[src/rtl/cpu_pkg.sv]
// Shared CPU definitions for the fetch front end.
// Holds architectural widths, the reset PC, the sequential PC step and the
// packed {pc, instr} entry type carried through the fetch buffer.
package cpu_pkg;

    localparam int XLEN = 64;
    localparam int ILEN = 32;

    localparam logic [XLEN-1:0] RESET_PC_DEFAULT = 64'h0000_0000_0000_0000;
    localparam logic [XLEN-1:0] PC_INC           = 64'h0000_0000_0000_0004;

    typedef struct packed {
        logic [XLEN-1:0] pc;
        logic [ILEN-1:0] instr;
    } fetch_entry_t;

    // Instructions are word aligned; the two low address bits are discarded.
    function automatic logic [XLEN-1:0] align_pc(input logic [XLEN-1:0] pc);
        return pc & ~64'h0000_0000_0000_0003;
    endfunction

endpackage

[src/rtl/ifetch_fifo.sv]
// Small synchronous FIFO of fetch entries.
// Ports:
//   clk, rst_n  - clock and asynchronous active-low reset
//   push, wdata - write request and entry; ignored when full unless popping
//   pop         - read request; ignored when empty
//   flush       - synchronous clear of all entries (wins over push/pop)
//   full, empty - occupancy status
//   head        - oldest entry, all zeros while empty
module ifetch_fifo
    import cpu_pkg::*;
#(
    parameter int DEPTH = 2
) (
    input  logic         clk,
    input  logic         rst_n,
    input  logic         push,
    input  fetch_entry_t wdata,
    input  logic         pop,
    input  logic         flush,
    output logic         full,
    output logic         empty,
    output fetch_entry_t head
);

    localparam int PW = $clog2(DEPTH);
    localparam int CW = PW + 1;

    fetch_entry_t         mem_r [DEPTH];
    logic [PW-1:0]        wr_ptr_r;
    logic [PW-1:0]        rd_ptr_r;
    logic [CW-1:0]        count_r;
    logic                 do_push_s;
    logic                 do_pop_s;

    assign full  = (count_r == CW'(DEPTH));
    assign empty = (count_r == {CW{1'b0}});

    // Qualify requests; a push into a full buffer is legal only alongside a pop,
    // in which case the freed slot is the one being written.
    always_comb begin
        do_pop_s  = 1'b0;
        do_push_s = 1'b0;
        if (flush) begin
            do_pop_s  = 1'b0;
            do_push_s = 1'b0;
        end else begin
            do_pop_s  = pop & ~empty;
            do_push_s = push & (~full | do_pop_s);
        end
    end

    // Head is masked so that consumers see zeros when nothing is buffered.
    always_comb begin
        head = {$bits(fetch_entry_t){1'b0}};
        if (!empty) begin
            head = mem_r[rd_ptr_r];
        end else begin
            head = {$bits(fetch_entry_t){1'b0}};
        end
    end

    // Storage, pointers and occupancy count.
    always_ff @(posedge clk or negedge rst_n) begin
        if (!rst_n) begin
            for (int i = 0; i < DEPTH; i++) begin
                mem_r[i] <= {$bits(fetch_entry_t){1'b0}};
            end
            wr_ptr_r <= {PW{1'b0}};
            rd_ptr_r <= {PW{1'b0}};
            count_r  <= {CW{1'b0}};
        end else if (flush) begin
            wr_ptr_r <= {PW{1'b0}};
            rd_ptr_r <= {PW{1'b0}};
            count_r  <= {CW{1'b0}};
        end else begin
            if (do_push_s) begin
                mem_r[wr_ptr_r] <= wdata;
                wr_ptr_r        <= wr_ptr_r + PW'(1);
            end
            if (do_pop_s) begin
                rd_ptr_r <= rd_ptr_r + PW'(1);
            end
            case ({do_push_s, do_pop_s})
                2'b10:   count_r <= count_r + CW'(1);
                2'b01:   count_r <= count_r - CW'(1);
                default: count_r <= count_r;
            endcase
        end
    end

endmodule

[src/rtl/ifetch_unit.sv]
// Instruction fetch front end.
// Drives the PC into a combinational instruction memory, buffers returned
// {pc, instr} pairs and presents them to decode over valid/ready. A redirect
// flushes the buffer and restarts fetch at the (word aligned) new PC.
// Ports:
//   clk, rst_n                  - clock and asynchronous active-low reset
//   imem_pc / imem_instr        - instruction memory address and returned word
//   redirect_valid, redirect_pc - one-cycle fetch restart request and target
//   out_valid/out_instr/out_pc  - head of the fetch buffer towards decode
//   out_ready                   - decode accepts the head this cycle
module ifetch_unit
    import cpu_pkg::*;
#(
    parameter logic [63:0] RESET_PC   = RESET_PC_DEFAULT,
    parameter int          FIFO_DEPTH = 2
) (
    input  logic        clk,
    input  logic        rst_n,
    output logic [63:0] imem_pc,
    input  logic [31:0] imem_instr,
    input  logic        redirect_valid,
    input  logic [63:0] redirect_pc,
    output logic        out_valid,
    output logic [31:0] out_instr,
    output logic [63:0] out_pc,
    input  logic        out_ready
);

    logic [XLEN-1:0] pc_r;
    logic            full_s;
    logic            empty_s;
    logic            pop_s;
    logic            push_s;
    fetch_entry_t    wdata_s;
    fetch_entry_t    head_s;

    assign imem_pc   = pc_r;
    assign out_valid = ~empty_s;
    assign out_instr = head_s.instr;
    assign out_pc    = head_s.pc;
    assign wdata_s   = '{pc: pc_r, instr: imem_instr};

    // A redirect suppresses both handshakes: the presented head is flushed,
    // not consumed, and nothing from the stale path is fetched.
    always_comb begin
        pop_s  = 1'b0;
        push_s = 1'b0;
        if (redirect_valid) begin
            pop_s  = 1'b0;
            push_s = 1'b0;
        end else begin
            pop_s  = ~empty_s & out_ready;
            push_s = ~full_s | pop_s;
        end
    end

    // Fetch PC: restart on redirect, step on every accepted fetch, else hold.
    always_ff @(posedge clk or negedge rst_n) begin
        if (!rst_n) begin
            pc_r <= RESET_PC;
        end else if (redirect_valid) begin
            pc_r <= align_pc(redirect_pc);
        end else if (push_s) begin
            pc_r <= pc_r + PC_INC;
        end else begin
            pc_r <= pc_r;
        end
    end

    ifetch_fifo #(
        .DEPTH (FIFO_DEPTH)
    ) u_fifo (
        .clk   (clk),
        .rst_n (rst_n),
        .push  (push_s),
        .wdata (wdata_s),
        .pop   (pop_s),
        .flush (redirect_valid),
        .full  (full_s),
        .empty (empty_s),
        .head  (head_s)
    );

endmodule

[config.mk]
export PLATFORM = sky130hd
export DESIGN_NAME = ifetch_unit
export DESIGN_NICKNAME = d
export VERILOG_FILES = /design/src/rtl/cpu_pkg.sv /design/src/rtl/ifetch_fifo.sv /design/src/rtl/ifetch_unit.sv
export SDC_FILE = /design/constraint.sdc
export NUM_CORES = 1
export LEC_CHECK = 0
export ABC_AREA = 1
export BUFFER_PORTS_ARGS = -buffer_cell sky130_fd_sc_hd__buf_2
export CAP_MARGIN = 20
export CORE_AREA = 2 2 151 153
export CTS_CLUSTER_SIZE = 28
export DETAILED_ROUTE_END_ITERATION = 8
export DIE_AREA = 0 0 153 155
export PLACE_DENSITY_LB_ADDON = 0.15
export SLEW_MARGIN = 20
export SYNTH_ARGS = -nofsm -noshare
export SYNTH_HDL_FRONTEND = slang
export SYNTH_SLANG_ARGS = --single-unit
[constraint.sdc]
create_clock -name clk -period 2.4 [get_ports clk]
set_input_delay 0.36 -clock clk [delete_from_list [all_inputs] [get_ports clk]]
set_output_delay 0.36 -clock clk [all_outputs]
set_load 0.05 [all_outputs]
==> metrics <==
simple-gate share of the synthesized area=27.4%; Pint=0.0121 W; Leak Pwr=8.09 nW; first-pass GRT wire length=64.7 mm; worst skew pair latency=0.55 ns; Final min period=2.38 ns; row count=55; Sw Ratio=48.6%; Yosys top cell by area=dfrtp_1; Clk pwr share=19.1%; hold_sp=redirect_pc[8]; Worst-Margin Slew=0.587 ns; Die X=153 um; core area=22200 um2; H-tree levels=1; largest net degree at the start of global routing=95; Yosys top cell area share=48.6%; Critical-path top delay cell=dfrtp_1; arrival time of the worst setup path=2.02 ns; most frequent cells after synthesis=nand2_1, o21ai_0, nor2_1, dfrtp_1, inv_1; Area contributors post-synth=dfrtp_1, nand2_1, o21ai_0, nor2_1, inv_1; Vias=12985; Cell variety after synth=39; Layout area overhead=23.6%; multiplexer share of the synthesized area=0%; starting density of the core=58.8%; Crit path max-delay family=buffers and inverters; Worst Path Buf+Inv=4; sw power=0.0114 W; worst hold path stage count=3; FFs w/ async S/R, synth=100%; Synth Flop Type=dfrtp_1; post-synthesis compound-gate area fraction=14.7%; critical path class=register to output port; largest family of logic cells by synthesized area=simple AND/OR/NAND/NOR gates; Routed WL per cell=18.6 um; GRT Total Usage=34.0%; pre-CTS WS=0.243 ns; DRT antenna net count=0; drt first pass iters=6; Final nets=2107; final worst-path cycle share=99.1%; Slew HR=60.9%; wirelength, routed=43.0 mm; clock buffer depth=3; Ys Warns=0; Fin Setup TNS=0 ns; layout cells sized above 1=19.2%; status=finished clean; Ports=261; # setup viols final=0; Die ar.=23700 um2; Mapped Area=13100 um2; CP Data Required Time=2.04 ns; VDD IR-drop max=0.000998 V; Slew Limit Fails=0; Post-synth EDFFs=0; Worst Slack Setup Final=0.0206 ns; Hold Path End=imem_pc[8]; initial antenna violation count=0; placed cells=2248; # port buffers=254; register area share after synthesis=48.6%; Startpoint Class=register; Post-Synth Adder-Cell Area=0.287%; Worst Hold Class=input pin to register; crit-path max FO=6; Combinational Power Share=50.4%; crit end category=output port; TritonCTS clock tree=yes; Root Driver=clkbuf_16; f_max=420 MHz; TritonCTS buffer count=27; DPL Wire Length=28.0 mm; worst r2r src=u_fifo.count_r[0]; final core utilization=72.7%; Final Hold Viols=0; flops & latches, synth=254; Reg2Reg Capture Point=u_fifo.mem_r[170]; length in cells of the worst reg-to-reg path=11; clock skew=0.0107 ns; PD cells=1450 nW/um2; initial DRC count=1142; Synth Area in XOR/XNOR=1.61%; Non-Filler Instances=2310; CTS sink cnt=254; Remaining DRCs=0; grt total ovfl=0; count leader, synth=nand2_1; chip height=155 um; number of max-cap violations=0; R2R Setup Slk=0.20 ns; cells along the critical path=inv_1 -> ha_4 -> inv_4 -> buf_6 -> o21ai_0 -> nor2_1 -> buf_4; Reg clk slew, reported paths=0.06 ns; Mapped Avg Cell Area=7.39 um2; Syn Inst Count=1769; number of global-route vias before repair=12232; Vias per Instance=5.62; routability congestion estimate=0.964; register share of total power=30.5%; crit-path max cell delay=0.35 ns; ANT cells=0
==> final cells by class <==
| type | count | area [um2] |
|---|---|---|
| Timing Repair Buffer | 296 | 2080 |
| Timing Repair inverter | 1 | 6.26 |
| Clock inverter | 12 | 153 |
| Multi-Input combinational cell | 1279 | 5820 |
| Tap cell | 285 | 357 |
| Clock buffer | 38 | 817 |
| Fill cell | 1835 | 6080 |
| Inverter | 145 | 559 |
| Sequential cell | 254 | 6360 |
==> power groups by stage <==
stage                     Clock [W]  Sequential, W  Combinational (W)
after global routing        0.00468        0.00735             0.0126
after detailed placement          0        0.00716             0.0103
after global placement            0        0.00708             0.0101
after CTS                   0.00451        0.00711             0.0109
final                       0.00448        0.00716             0.0118
after floorplan                   0        0.00765            0.00701
==> worst register-to-register path, stage by stage, from the launching register on <==
cell and delay [ns]:
dfrtp_1 0.35, inv_1 0.09, ha_4 0.21, inv_8 0.11
nand2_2 0.11, nand2_4 0.21, nand2_4 0.08, inv_4 0.22
nand2_8 0.20, buf_12 0.26, nand2_1 0.14, o21ai_0 0.09
==> worst max path at each step <==
stage / startpoint / end / slack [ns] / cells after the start
2_1_floorplan: u_fifo.count_r[0] / out_pc[11] / 0.15 / 7
3_3_place_gp: u_fifo.count_r[0] / u_fifo.mem_r[64] / 0.29 / 11
3_5_place_dp: u_fifo.count_r[0] / u_fifo.mem_r[79] / 0.24 / 11
4_1_cts: u_fifo.count_r[0] / out_pc[62] / -0.07 / 7
5_1_grt: u_fifo.count_r[0] / out_pc[10] / -0.01 / 7
6_report: u_fifo.count_r[0] / out_pc[44] / 0.02 / 7
==> timing repair <==
action,4_1_cts,5_1_grt
buffers inserted,0,2
cloned,1,8
hold buffers,1,0
hold endpoints to repair,64,0
setup endpoints to repair,94,150
gates resized for setup,76,24
pin swaps,0,3
==> sequential cells by signal (all words and copies together) (netlist names) <==
register and count:
u_fifo.mem_r 188, imem_pc 62, u_fifo.count_r 2, u_fifo.rd_ptr_r 1, u_fifo.wr_ptr_r 1
==> cell usage in the layout (no fill, tap or decap), types with 3 or more instances in the layout <==
master      netlist  routed
nor2_1          303     294
clkinv_2          0       4
buf_2            31     175
clkbuf_16         0      32
buf_6             0       8
nand3_1          66      66
nor2_2            6      15
clkbuf_4          0       5
nor2_4            9       9
o211ai_1          7       7
xor2_1           24      24
conb_1            1       4
nand3b_1          4       4
nand2_1         468     468
o221ai_1          5       5
nand2_2           3       3
bufinv_16         0       3
buf_12            0      10
inv_1           140     140
clkinvlp_4        0       3
buf_4             4      88
o21ai_1           8       8
nand4_1           7       7
a21oi_1           7       7
dfrtp_1         254     253
nand2_4           7       5
o21ai_0         325     325
clkbuf_8          0      10
o21bai_1          7       7
nor3_1            4       4
==> routing by layer <==
layer / wire length [um] / share of wire [%] / vias to the layer above / global-route usage (%)
met1: 18400 / 43 / 6167 / 48.3
met3: 3380 / 7.8 / 93 / 5.29
met5: 0 / 0 / - / 0
met4: 1470 / 3.4 / 0 / 10.9
li1: - / - / 6102 / -
met2: 19700 / 46 / 623 / 54.4
==> cell families (layout without fill, tap and decap cells) <==
group | Yosys count | after routing
simple gates | 880 | 880
compound gates | 368 | 368
flops | 254 | 254
buf+inv | 239 | 492
xor+xnor | 24 | 24
fa+ha+maj | 3 | 3
other cells | 1 | 4
==> per-stage QoR <==
| step | hold WS [ns] | power (W) | instance area (um2) |
|---|---|---|---|
| floorplan | 0.0644 | 0.0147 | 13100 |
| global placement | 0.371 | 0.0172 | 14700 |
| detailed placement | 0.379 | 0.0174 | 14700 |
| CTS | 0.0249 | 0.0226 | 15900 |
| global route | 0.0298 | 0.0247 | 16200 |
| finish | 0.0329 | 0.0235 | 16200 |
(Power assumes the default switching activity.)
